**config.mk**
```make
export PLATFORM = sky130hd
export DESIGN_NAME = game_ctrl_flat
export DESIGN_NICKNAME = d
export VERILOG_FILES = /design/src/rtl/game_ctrl_if.sv /design/src/rtl/game_ctrl.sv /design/src/flat_wrapper.sv
export SDC_FILE = /design/constraint.sdc
export NUM_CORES = 1
export LEC_CHECK = 0
export ABC_CLOCK_PERIOD_IN_PS = 5900
export CAP_MARGIN = 20
export CORE_MARGIN = 1.5
export CORE_UTILIZATION = 68
export DETAILED_ROUTE_END_ITERATION = 10
export DONT_BUFFER_PORTS = 1
export PLACE_DENSITY_LB_ADDON = 0.05
export SETUP_SLACK_MARGIN = 0.5
export SKIP_LAST_GASP = 1
export SLEW_MARGIN = 20
export SYNTH_ARGS = -nofsm -noshare
export SYNTH_HDL_FRONTEND = slang
export SYNTH_SLANG_ARGS = --single-unit
```
**constraint.sdc**
```tcl
create_clock -name clk -period 5.9 [get_ports clk]
set_input_delay 1.18 -clock clk [delete_from_list [all_inputs] [get_ports clk]]
set_output_delay 1.18 -clock clk [all_outputs]
set_load 0.01 [all_outputs]
```
**src/rtl/game_ctrl_if.sv**
```systemverilog
// rtl/game_ctrl_if.sv - pixel/control bundle between sprite generators, game_ctrl and VGA output
// Members:
//   refresh_tick  frame-start pulse              video_on  visible-area flag
//   start_key     debounced start level          car_on/car_rgb  player-car pixel
//   obs_on/obs_rgb  obstacle pixel               pause     freeze sprite motion
//   game_rst      one-cycle sprite restart       score     4-digit BCD score
//   lives         remaining lives                state     00 IDLE 01 PLAY 10 CRASH 11 OVER
//   rgb           registered pixel colour
// master drives the pixel/key inputs, slave (game_ctrl) drives the game outputs.
interface game_ctrl_if;
    logic        refresh_tick;
    logic        video_on;
    logic        start_key;
    logic        car_on;
    logic [11:0] car_rgb;
    logic        obs_on;
    logic [11:0] obs_rgb;
    logic        pause;
    logic        game_rst;
    logic [15:0] score;
    logic [2:0]  lives;
    logic [1:0]  state;
    logic [11:0] rgb;

    modport master (
        output refresh_tick, video_on, start_key, car_on, car_rgb, obs_on, obs_rgb,
        input  pause, game_rst, score, lives, state, rgb
    );

    modport slave (
        input  refresh_tick, video_on, start_key, car_on, car_rgb, obs_on, obs_rgb,
        output pause, game_rst, score, lives, state, rgb
    );
endinterface

```
**src/rtl/game_ctrl.sv**
```systemverilog
// rtl/game_ctrl.sv - collision detect, game FSM, BCD score/lives and RGB priority mux
// Ports:
//   clk    system clock
//   reset  synchronous active-high reset
//   gif    game_ctrl_if.slave (pixel inputs, start key, game outputs, rgb)
module game_ctrl #(
    parameter int          LIVES_INIT   = 3,
    parameter int          SCORE_DIV    = 30,
    parameter int          CRASH_FRAMES = 90,
    parameter int          FLASH_BIT    = 3,
    parameter logic [11:0] ROAD_RGB     = 12'h444
) (
    input  logic        clk,
    input  logic        reset,
    game_ctrl_if.slave  gif
);
    localparam int DW = $clog2(SCORE_DIV + 1);
    localparam int CW = $clog2(CRASH_FRAMES + 1);

    typedef enum logic [1:0] {
        IDLE  = 2'b00,
        PLAY  = 2'b01,
        CRASH = 2'b10,
        OVER  = 2'b11
    } state_t;

    state_t          st;
    logic            pause_q;
    logic            game_rst_q;
    logic [15:0]     score_q;
    logic [2:0]      lives_q;
    logic [11:0]     rgb_q;
    logic            start_q;
    logic            hit_flag;
    logic [DW-1:0]   div_cnt;
    logic [CW-1:0]   crash_cnt;

    logic start_rise;
    logic hit_cond;
    logic hit_seen;

    assign start_rise = gif.start_key & ~start_q;
    assign hit_cond   = gif.car_on & gif.obs_on & gif.video_on;
    // A collision on the refresh cycle itself belongs to the frame being closed.
    assign hit_seen   = hit_flag | hit_cond;

    // Saturating 4-digit BCD increment.
    function automatic logic [15:0] bcd_inc(input logic [15:0] v);
        logic [15:0] r;
        logic        carry;
        r     = v;
        carry = 1'b1;
        if (v != 16'h9999) begin
            for (int i = 0; i < 4; i++) begin
                if (carry) begin
                    if (r[4*i +: 4] == 4'd9) begin
                        r[4*i +: 4] = 4'd0;
                    end else begin
                        r[4*i +: 4] = r[4*i +: 4] + 4'd1;
                        carry       = 1'b0;
                    end
                end
            end
        end
        return r;
    endfunction

    always_ff @(posedge clk) begin
        if (reset) begin
            st         <= IDLE;
            pause_q    <= 1'b1;
            game_rst_q <= 1'b0;
            score_q    <= '0;
            lives_q    <= 3'(LIVES_INIT);
            rgb_q      <= '0;
            start_q    <= 1'b0;
            hit_flag   <= 1'b0;
            div_cnt    <= '0;
            crash_cnt  <= '0;
        end else begin
            start_q    <= gif.start_key;
            hit_flag   <= gif.refresh_tick ? 1'b0 : (hit_flag | hit_cond);
            game_rst_q <= 1'b0;

            case (st)
                IDLE: begin
                    if (start_rise) begin
                        st         <= PLAY;
                        pause_q    <= 1'b0;
                        game_rst_q <= 1'b1;
                        lives_q    <= 3'(LIVES_INIT);
                        score_q    <= '0;
                        div_cnt    <= '0;
                    end
                end
                PLAY: begin
                    if (gif.refresh_tick) begin
                        if (hit_seen) begin
                            // The hit is taken first; that frame earns no score.
                            if (lives_q <= 3'd1) begin
                                st      <= OVER;
                                lives_q <= 3'd0;
                            end else begin
                                st        <= CRASH;
                                lives_q   <= lives_q - 3'd1;
                                crash_cnt <= '0;
                            end
                            pause_q <= 1'b1;
                        end else if (div_cnt == DW'(SCORE_DIV - 1)) begin
                            div_cnt <= '0;
                            score_q <= bcd_inc(score_q);
                        end else begin
                            div_cnt <= div_cnt + 1'b1;
                        end
                    end
                end
                CRASH: begin
                    if (gif.refresh_tick) begin
                        if (crash_cnt == CW'(CRASH_FRAMES - 1)) begin
                            st         <= PLAY;
                            pause_q    <= 1'b0;
                            game_rst_q <= 1'b1;
                        end else begin
                            crash_cnt <= crash_cnt + 1'b1;
                        end
                    end
                end
                OVER: begin
                    if (start_rise) begin
                        st         <= IDLE;
                        pause_q    <= 1'b1;
                        game_rst_q <= 1'b1;
                    end
                end
                default: st <= IDLE;
            endcase

            if (!gif.video_on) begin
                rgb_q <= '0;
            end else if (gif.car_on) begin
                rgb_q <= (st == CRASH && crash_cnt[FLASH_BIT]) ? ~gif.car_rgb : gif.car_rgb;
            end else if (gif.obs_on) begin
                rgb_q <= gif.obs_rgb;
            end else begin
                rgb_q <= ROAD_RGB;
            end
        end
    end

    assign gif.state    = st;
    assign gif.pause    = pause_q;
    assign gif.game_rst = game_rst_q;
    assign gif.score    = score_q;
    assign gif.lives    = lives_q;
    assign gif.rgb      = rgb_q;
endmodule

```
**src/flat_wrapper.sv**
```systemverilog
// flat-port wrapper written by rule: the top's interface ports become plain ports
module game_ctrl_flat 
#(
    parameter int          LIVES_INIT   = 3,
    parameter int          SCORE_DIV    = 30,
    parameter int          CRASH_FRAMES = 90,
    parameter int          FLASH_BIT    = 3,
    parameter logic [11:0] ROAD_RGB     = 12'h444
)
  (clk, reset, gif_refresh_tick, gif_video_on, gif_start_key, gif_car_on, gif_car_rgb, gif_obs_on, gif_obs_rgb, gif_pause, gif_game_rst, gif_score, gif_lives, gif_state, gif_rgb);
  game_ctrl_if gif_i ();
  input  logic clk;
  input  logic reset;
  input wire logic [$bits(gif_i.refresh_tick)-1:0] gif_refresh_tick;
  input wire logic [$bits(gif_i.video_on)-1:0] gif_video_on;
  input wire logic [$bits(gif_i.start_key)-1:0] gif_start_key;
  input wire logic [$bits(gif_i.car_on)-1:0] gif_car_on;
  input wire logic [$bits(gif_i.car_rgb)-1:0] gif_car_rgb;
  input wire logic [$bits(gif_i.obs_on)-1:0] gif_obs_on;
  input wire logic [$bits(gif_i.obs_rgb)-1:0] gif_obs_rgb;
  output wire logic [$bits(gif_i.pause)-1:0] gif_pause;
  output wire logic [$bits(gif_i.game_rst)-1:0] gif_game_rst;
  output wire logic [$bits(gif_i.score)-1:0] gif_score;
  output wire logic [$bits(gif_i.lives)-1:0] gif_lives;
  output wire logic [$bits(gif_i.state)-1:0] gif_state;
  output wire logic [$bits(gif_i.rgb)-1:0] gif_rgb;
  assign gif_i.refresh_tick = gif_refresh_tick;
  assign gif_i.video_on = gif_video_on;
  assign gif_i.start_key = gif_start_key;
  assign gif_i.car_on = gif_car_on;
  assign gif_i.car_rgb = gif_car_rgb;
  assign gif_i.obs_on = gif_obs_on;
  assign gif_i.obs_rgb = gif_obs_rgb;
  assign gif_pause = gif_i.pause;
  assign gif_game_rst = gif_i.game_rst;
  assign gif_score = gif_i.score;
  assign gif_lives = gif_i.lives;
  assign gif_state = gif_i.state;
  assign gif_rgb = gif_i.rgb;
  game_ctrl #(.LIVES_INIT(LIVES_INIT), .SCORE_DIV(SCORE_DIV), .CRASH_FRAMES(CRASH_FRAMES), .FLASH_BIT(FLASH_BIT), .ROAD_RGB(ROAD_RGB)) u_core (.clk(clk), .reset(reset), .gif(gif_i));
endmodule
```
==> results of run 1 <==
[cell type report]
| cell class | instances | area [sq um] |
|---|---|---|
| multi-input cells | 254 | 1700 |
| fillers | 325 | 1110 |
| flip-flops and latches | 49 | 981 |
| clock buffers | 6 | 72.6 |
| well taps | 50 | 62.6 |
| inverters | 15 | 56.3 |
| clock inverters | 2 | 13.8 |
| repair buffers | 1 | 7.51 |
[layer usage]
layer | routed length [um] | vias up | global-route usage | share of wire
li1 | - | 1178 | - | -
met1 | 2540 | 1104 | 0.320 | 0.43
met2 | 2930 | 74 | 0.463 | 0.49
met3 | 375 | 10 | 0.0650 | 0.063
met4 | 82 | 0 | 0.117 | 0.014
met5 | 0 | - | 0 | 0
[cells in the mapped netlist, types with 2 or more instances]
cell / count / share of area
mux2_2: 2 / 0.0080
a211oi_1: 6 / 0.016
xor2_1: 6 / 0.019
buf_4: 2 / 0.0053
a21oi_1: 9 / 0.016
buf_2: 3 / 0.0053
a22oi_1: 8 / 0.021
nand3b_1: 8 / 0.021
o41ai_1: 2 / 0.0062
nand2_1: 31 / 0.041
o211ai_1: 2 / 0.0053
and2_1: 3 / 0.0066
buf_1: 2 / 0.0027
nor2_1: 35 / 0.047
nor3_1: 6 / 0.011
a221oi_1: 3 / 0.0093
inv_1: 15 / 0.020
nand4b_1: 2 / 0.0062
or3_1: 5 / 0.011
buf_6: 2 / 0.0080
nand3_1: 13 / 0.023
a2bb2oi_1: 2 / 0.0062
mux2i_1: 4 / 0.014
dfxtp_1: 49 / 0.35
a31oi_1: 5 / 0.011
nand2b_1: 8 / 0.018
a211o_1: 4 / 0.012
clkbuf_1: 8 / 0.011
xnor2_1: 10 / 0.031
nor2b_1: 10 / 0.022
ha_1: 18 / 0.080
o22ai_1: 4 / 0.0089
and3_1: 2 / 0.0044
nor3b_1: 2 / 0.0053
o21ai_0: 16 / 0.028
nand4_1: 7 / 0.016
nand4_4: 2 / 0.015
or2_2: 2 / 0.0044
o31ai_1: 4 / 0.011
[worst max-delay path, delay by kind of cell, from the launching register on]
| kind | cells | cell delay, ns |
|---|---|---|
| DFF | 1 | 0.47 |
| buffers and inverters | 2 | 0.32 |
| and+or+nand+nor | 2 | 0.57 |
| AOI/OAI and AO/OA | 1 | 0.48 |
| muxes | 2 | 0.50 |
| adders and majority gates | 1 | 0.18 |
[flip-flops by register name, indices dropped and copies added (netlist names)]
| signal | flops |
|---|---|
| u_core.gif.score | 16 |
| u_core.crash_cnt | 7 |
| u_core.start_q | 1 |
| u_core.gif.pause | 1 |
| u_core.gif.game_rst | 1 |
| u_core.gif.rgb | 12 |
| u_core.gif.state | 2 |
| u_core.hit_flag | 1 |
| u_core.gif.lives | 3 |
| u_core.div_cnt | 5 |
[worst paths after layout]
path	startpoint	endpoint	slack, ns	cells after the start
hold reg to reg	u_core.crash_cnt[1]$_SDFFE_PP0P_	u_core.crash_cnt[1]$_SDFFE_PP0P_	0.53	2
setup reg to reg	u_core.gif.state[1]$_SDFFE_PP0P_	u_core.gif.score[9]$_SDFFE_PP0P_	3.26	8
hold / removal	u_core.crash_cnt[1]$_SDFFE_PP0P_	u_core.crash_cnt[1]$_SDFFE_PP0P_	0.53	2
setup / recovery	u_core.gif.state[1]$_SDFFE_PP0P_	u_core.gif.score[9]$_SDFFE_PP0P_	3.26	8
[power by group through the flow]
stage	clock network (uW)	registers, uW	logic (uW)
final	196	407	382
after global routing	212	413	425
after CTS	201	408	379
after detailed placement	0	416	374
after global placement	0	415	368
after floorplan	0	405	333
[cell families after synthesis]
group | count (synthesis) | share of synthesized area
compound gates | 73 | 0.183
xor+xnor | 16 | 0.0496
fa+ha+maj | 18 | 0.0798
buf+inv | 32 | 0.0518
flops | 49 | 0.347
mux | 6 | 0.0222
simple gates | 141 | 0.267
[metrics by stage]
stage	power [uW]	hold slack [ns]	std cells	utilization
after floorplan	738	0.469	335	-
after global placement	783	0.496	369	0.701
after detailed placement	790	0.509	369	0.701
after CTS	988	0.522	377	0.723
after global routing	1050	0.553	377	0.723
final	985	0.530	377	0.723
==> flow_summary.ini, run 1 <==
[synthesis]
syn_inst = 335
ys_types = 52
yosys_warnings = 0
ys_seq_elements = 49
synth_area_per_cell_sq_um = 8.43
synth-edff-count = 0
synth_ff_type = dfxtp_1
async_flop_share = 0
yosysSeqAreaShare = 0.347
syn-cell-area_sq_mm = 0.00282
syn-num-nets = 384

[setup_path]
crit_arrival_ns = 2.84
start_kind = flip-flop
worstPathMaxFanout = 26
cp.required_ns = 6.10
setup.worst_path.class = flip-flop to flip-flop
max_stage_delay_ns = 0.48
worstPathCellList = inv_1, ha_1, buf_4, mux2i_1, a221oi_4, and2_1, nand4_4, mux2_2
crit_slowest_cell = a221oi_4
cp-end-kind = flip-flop

[placement]
dp_worst_setup_slack_ns = 2.96
io_buffers = 0
place_area_sq_mm = 0.00280
dp.final_hpwl_um = 4260
gp_congestion = 0.886

[global_routing]
gr-total-overflow = 0
grt_pass1_vias = 2104
grt_max_degree = 41
grt_pass1_wl_um = 9360
antenna_found_initial = 0
gr-usage-all-layers = 0.270

[drt]
first_pass_iters = 4
wirelength_um = 5920
first_iter_violations = 135
drc_errors = 0
viasPerCell = 6.28
drt-wirelength-per-cell_um = 15.7
vias = 2366
ant_nets = 0

[job]
maxCapViolCount = 0

[hold_path]
hp-class = flip-flop to flip-flop

[sta]
setup_tns_ns = 0
fin_ws_ns = 3.26
fin_crit_sh = 0.447
fmax_mhz = 379
timing.final.hold_violations = 0
skew_ns = 0.00541
period_minus_slack_ns = 2.64
finalMaxSlewViolations = 0
maxSlewHeadroom = 0.495
setup_viol = 0
rsz0062_at_grt = no
worst_pin_slew_ns = 0.756

[clock_network]
cts_root_buf = clkbuf_8
cts_tree = built
clkTransAtPathRegs_ns = 0.09
cts.sinks = 49
clk_path_buf_depth = 2
post_cts_resize_count = 0
ctsHoldBuffers = 0
cts_setup_buffers = 0
cts_buffers = 5
clk_latency_ns = 0.30
cts-htree-levels = 2

[power_and_ir_drop]
ir_drop_mv = 0.216
seqPwrFrac = 0.413
power.density_mw_per_mm2 = 341
switching_share = 0.408
p_comb_frac = 0.388
p_sw_uw = 402
p_int_uw = 583
p_leak_uw = 0.00103
pwr-share-clk = 0.199

[die]
die_area_sq_mm = 0.00455
die-width_um = 67.4
start_util = 0.706
fp.dieH_um = 67.4
core-area_sq_mm = 0.00400
ioPinCount = 66
placementRows = 23

[run_status]
status = complete, no violations

[final_layout]
nets = 375
final_cell_area_sq_mm = 0.00289
layout-drive-gt1-share = 0.0520
syn_to_final_growth_pct = 2.35
mostFrequentLayoutCells = dfxtp_1, nor2_1, nand2_1, ha_1, o21ai_0
antenna_cells = 0
layout_commonest_cell = dfxtp_1
(Power assumes the default switching activity.)
==> inputs of run 2 (changes only) <==
--- a/config.mk
+++ b/config.mk
@@ -5,10 +5,10 @@
 export SDC_FILE = /design/constraint.sdc
 export NUM_CORES = 1
 export LEC_CHECK = 0
-export ABC_CLOCK_PERIOD_IN_PS = 5900
+export ABC_CLOCK_PERIOD_IN_PS = 2600
 export CAP_MARGIN = 20
 export CORE_MARGIN = 1.5
-export CORE_UTILIZATION = 68
+export CORE_UTILIZATION = 63
 export DETAILED_ROUTE_END_ITERATION = 10
 export DONT_BUFFER_PORTS = 1
 export PLACE_DENSITY_LB_ADDON = 0.05
==> constraint.sdc (replaced) <==
create_clock -name clk -period 2.6 [get_ports clk]
set_input_delay 0.52 -clock clk [delete_from_list [all_inputs] [get_ports clk]]
set_output_delay 0.52 -clock clk [all_outputs]
set_load 0.01 [all_outputs]
==> run 2 against run 1 <==
Against the previous run: cell count up 2.4%; cell area up 4.9%; global-route usage down 2.2 points; clock power rose to 2.8 times the previous value; hold slack worse by 0.26 ns; largest power group is now combinational logic; non-clock buffer count up 7; critical path depth down 1; critical endpoint is now u_core.gif.score[8]$_SDFFE_PP0P_; critical path type unchanged; maximum frequency up 30%.
==> flow_summary.ini, run 2 (same netlist as run 1, synthesis figures left out) <==
[run_status]
status = complete, no violations

[clock_network]
cts_tree = built
clk_path_buf_depth = 2
clk_latency_ns = 0.31
clkTransAtPathRegs_ns = 0.09
cts_buffers = 5
cts_root_buf = clkbuf_8
cts.sinks = 49
cts-htree-levels = 2
ctsHoldBuffers = 0

[placement]
dp.cells = 374
dp.final_hpwl_um = 4230
gp_congestion = 0.841
io_buffers = 0

[drt]
first_pass_iters = 4
wirelength_um = 5880
vias = 2385
first_iter_violations = 146
drc_errors = 0
viasPerCell = 6.18
ant_nets = 0
drt-wirelength-per-cell_um = 15.2

[setup_path]
max_stage_delay_ns = 0.48
cp-end-kind = flip-flop
worstPathCellList = inv_1, ha_4, buf_12, nand4b_1, or4_4, nand4_4, mux2_2
crit_slowest_cell = or4_4
start_kind = flip-flop
setup.worst_path.class = flip-flop to flip-flop
crit_family = simple AND/OR/NAND/NOR gates
cp.required_ns = 2.80
worstPathMaxFanout = 21
crit_arrival_ns = 2.23
cp.buffers_inverters = 2

[sta]
worst_pin_slew_ns = 0.708
setup_tns_ns = 0
finalMaxSlewViolations = 0
rsz0062_at_grt = yes
maxSlewHeadroom = 0.528
setup_viol = 0
fmax_mhz = 495
period_minus_slack_ns = 2.02
timing.final.hold_violations = 0
fin_crit_sh = 0.778
skew_ns = 0.00888
fin_hold_ws_ns = 0.273

[global_routing]
gr-usage-all-layers = 0.248
grt_max_degree = 41
antenna_found_initial = 0
grt_pass1_vias = 2198
grt_pass1_wl_um = 10000
gr-total-overflow = 0

[die]
die-width_um = 70.0
ioPinCount = 66
placementRows = 24
core-area_sq_mm = 0.00432
fp.dieH_um = 70.0
die_area_sq_mm = 0.00489
start_util = 0.653

[power_and_ir_drop]
power.density_mw_per_mm2 = 823
p_leak_uw = 0.00109
ir_drop_mv = 0.420

[final_layout]
nets = 382
antenna_cells = 0
layout_commonest_cell = dfxtp_1
largest_reg_flops = 16
layout-drive-gt1-share = 0.111
syn_to_final_growth_pct = 7.40
mostFrequentLayoutCells = dfxtp_1, nor2_1, nand2_1, o21ai_0, ha_1
final_util = 0.701
final_cells = 386

[hold_path]
hp-class = input port to flip-flop

[job]
maxCapViolCount = 0
==> run 2: repair_timing <==
action                     4_1_cts  5_1_grt
setup endpoints to repair       23       34
pin swaps                        1        0
gates resized for setup          4       10
setup buffers                    2        2
==> run 2: final timing paths <==
check                           slack, ns                        startpoint  cells past startpoint                                to
worst max register to register       0.58  u_core.gif.state[1]$_SDFFE_PP0P_                      7  u_core.gif.score[8]$_SDFFE_PP0P_
worst min register to register       0.52  u_core.gif.score[1]$_SDFFE_PP0P_                      2  u_core.gif.score[1]$_SDFFE_PP0P_
worst min-delay path                 0.27                             reset                      1        u_core.hit_flag$_SDFF_PP0_
worst max-delay path                 0.58  u_core.gif.state[1]$_SDFFE_PP0P_                      7  u_core.gif.score[8]$_SDFFE_PP0P_
==> run 2: power by group <==
part	internal (uW)	switching (uW)	total, uW
logic	428	585	1010
clock network	289	265	554
registers	826	105	931
total	1540	955	2500
==> run 2: final cells by class <==
type,count,area [sq um]
Clock buffer,5,68.8
Multi-Input combinational cell,254,1740
Inverter,15,56.3
Sequential cell,49,990
Clock inverter,3,43.8
Tap cell,52,65.1
Timing Repair Buffer,8,72.6
Fill cell,354,1290
==> run 2: per-stage QoR <==
stage | area (sq um) | worst slack [ns] | total power [uW]
floorplan | 2820 | 0.612 | 1680
global placement | 2840 | 0.384 | 1850
detailed placement | 2840 | 0.299 | 1860
CTS | 2990 | 0.509 | 2480
global route | 3030 | 0.471 | 2650
finish | 3030 | 0.578 | 2500
==> run 2: routing by layer <==
layer	GRT usage	vias to the layer above	wire, um
met2	0.442	62	2950
met3	0.0635	7	298
li1	-	1192	-
met4	0.0641	0	65
met1	0.297	1124	2570
met5	0	-	0
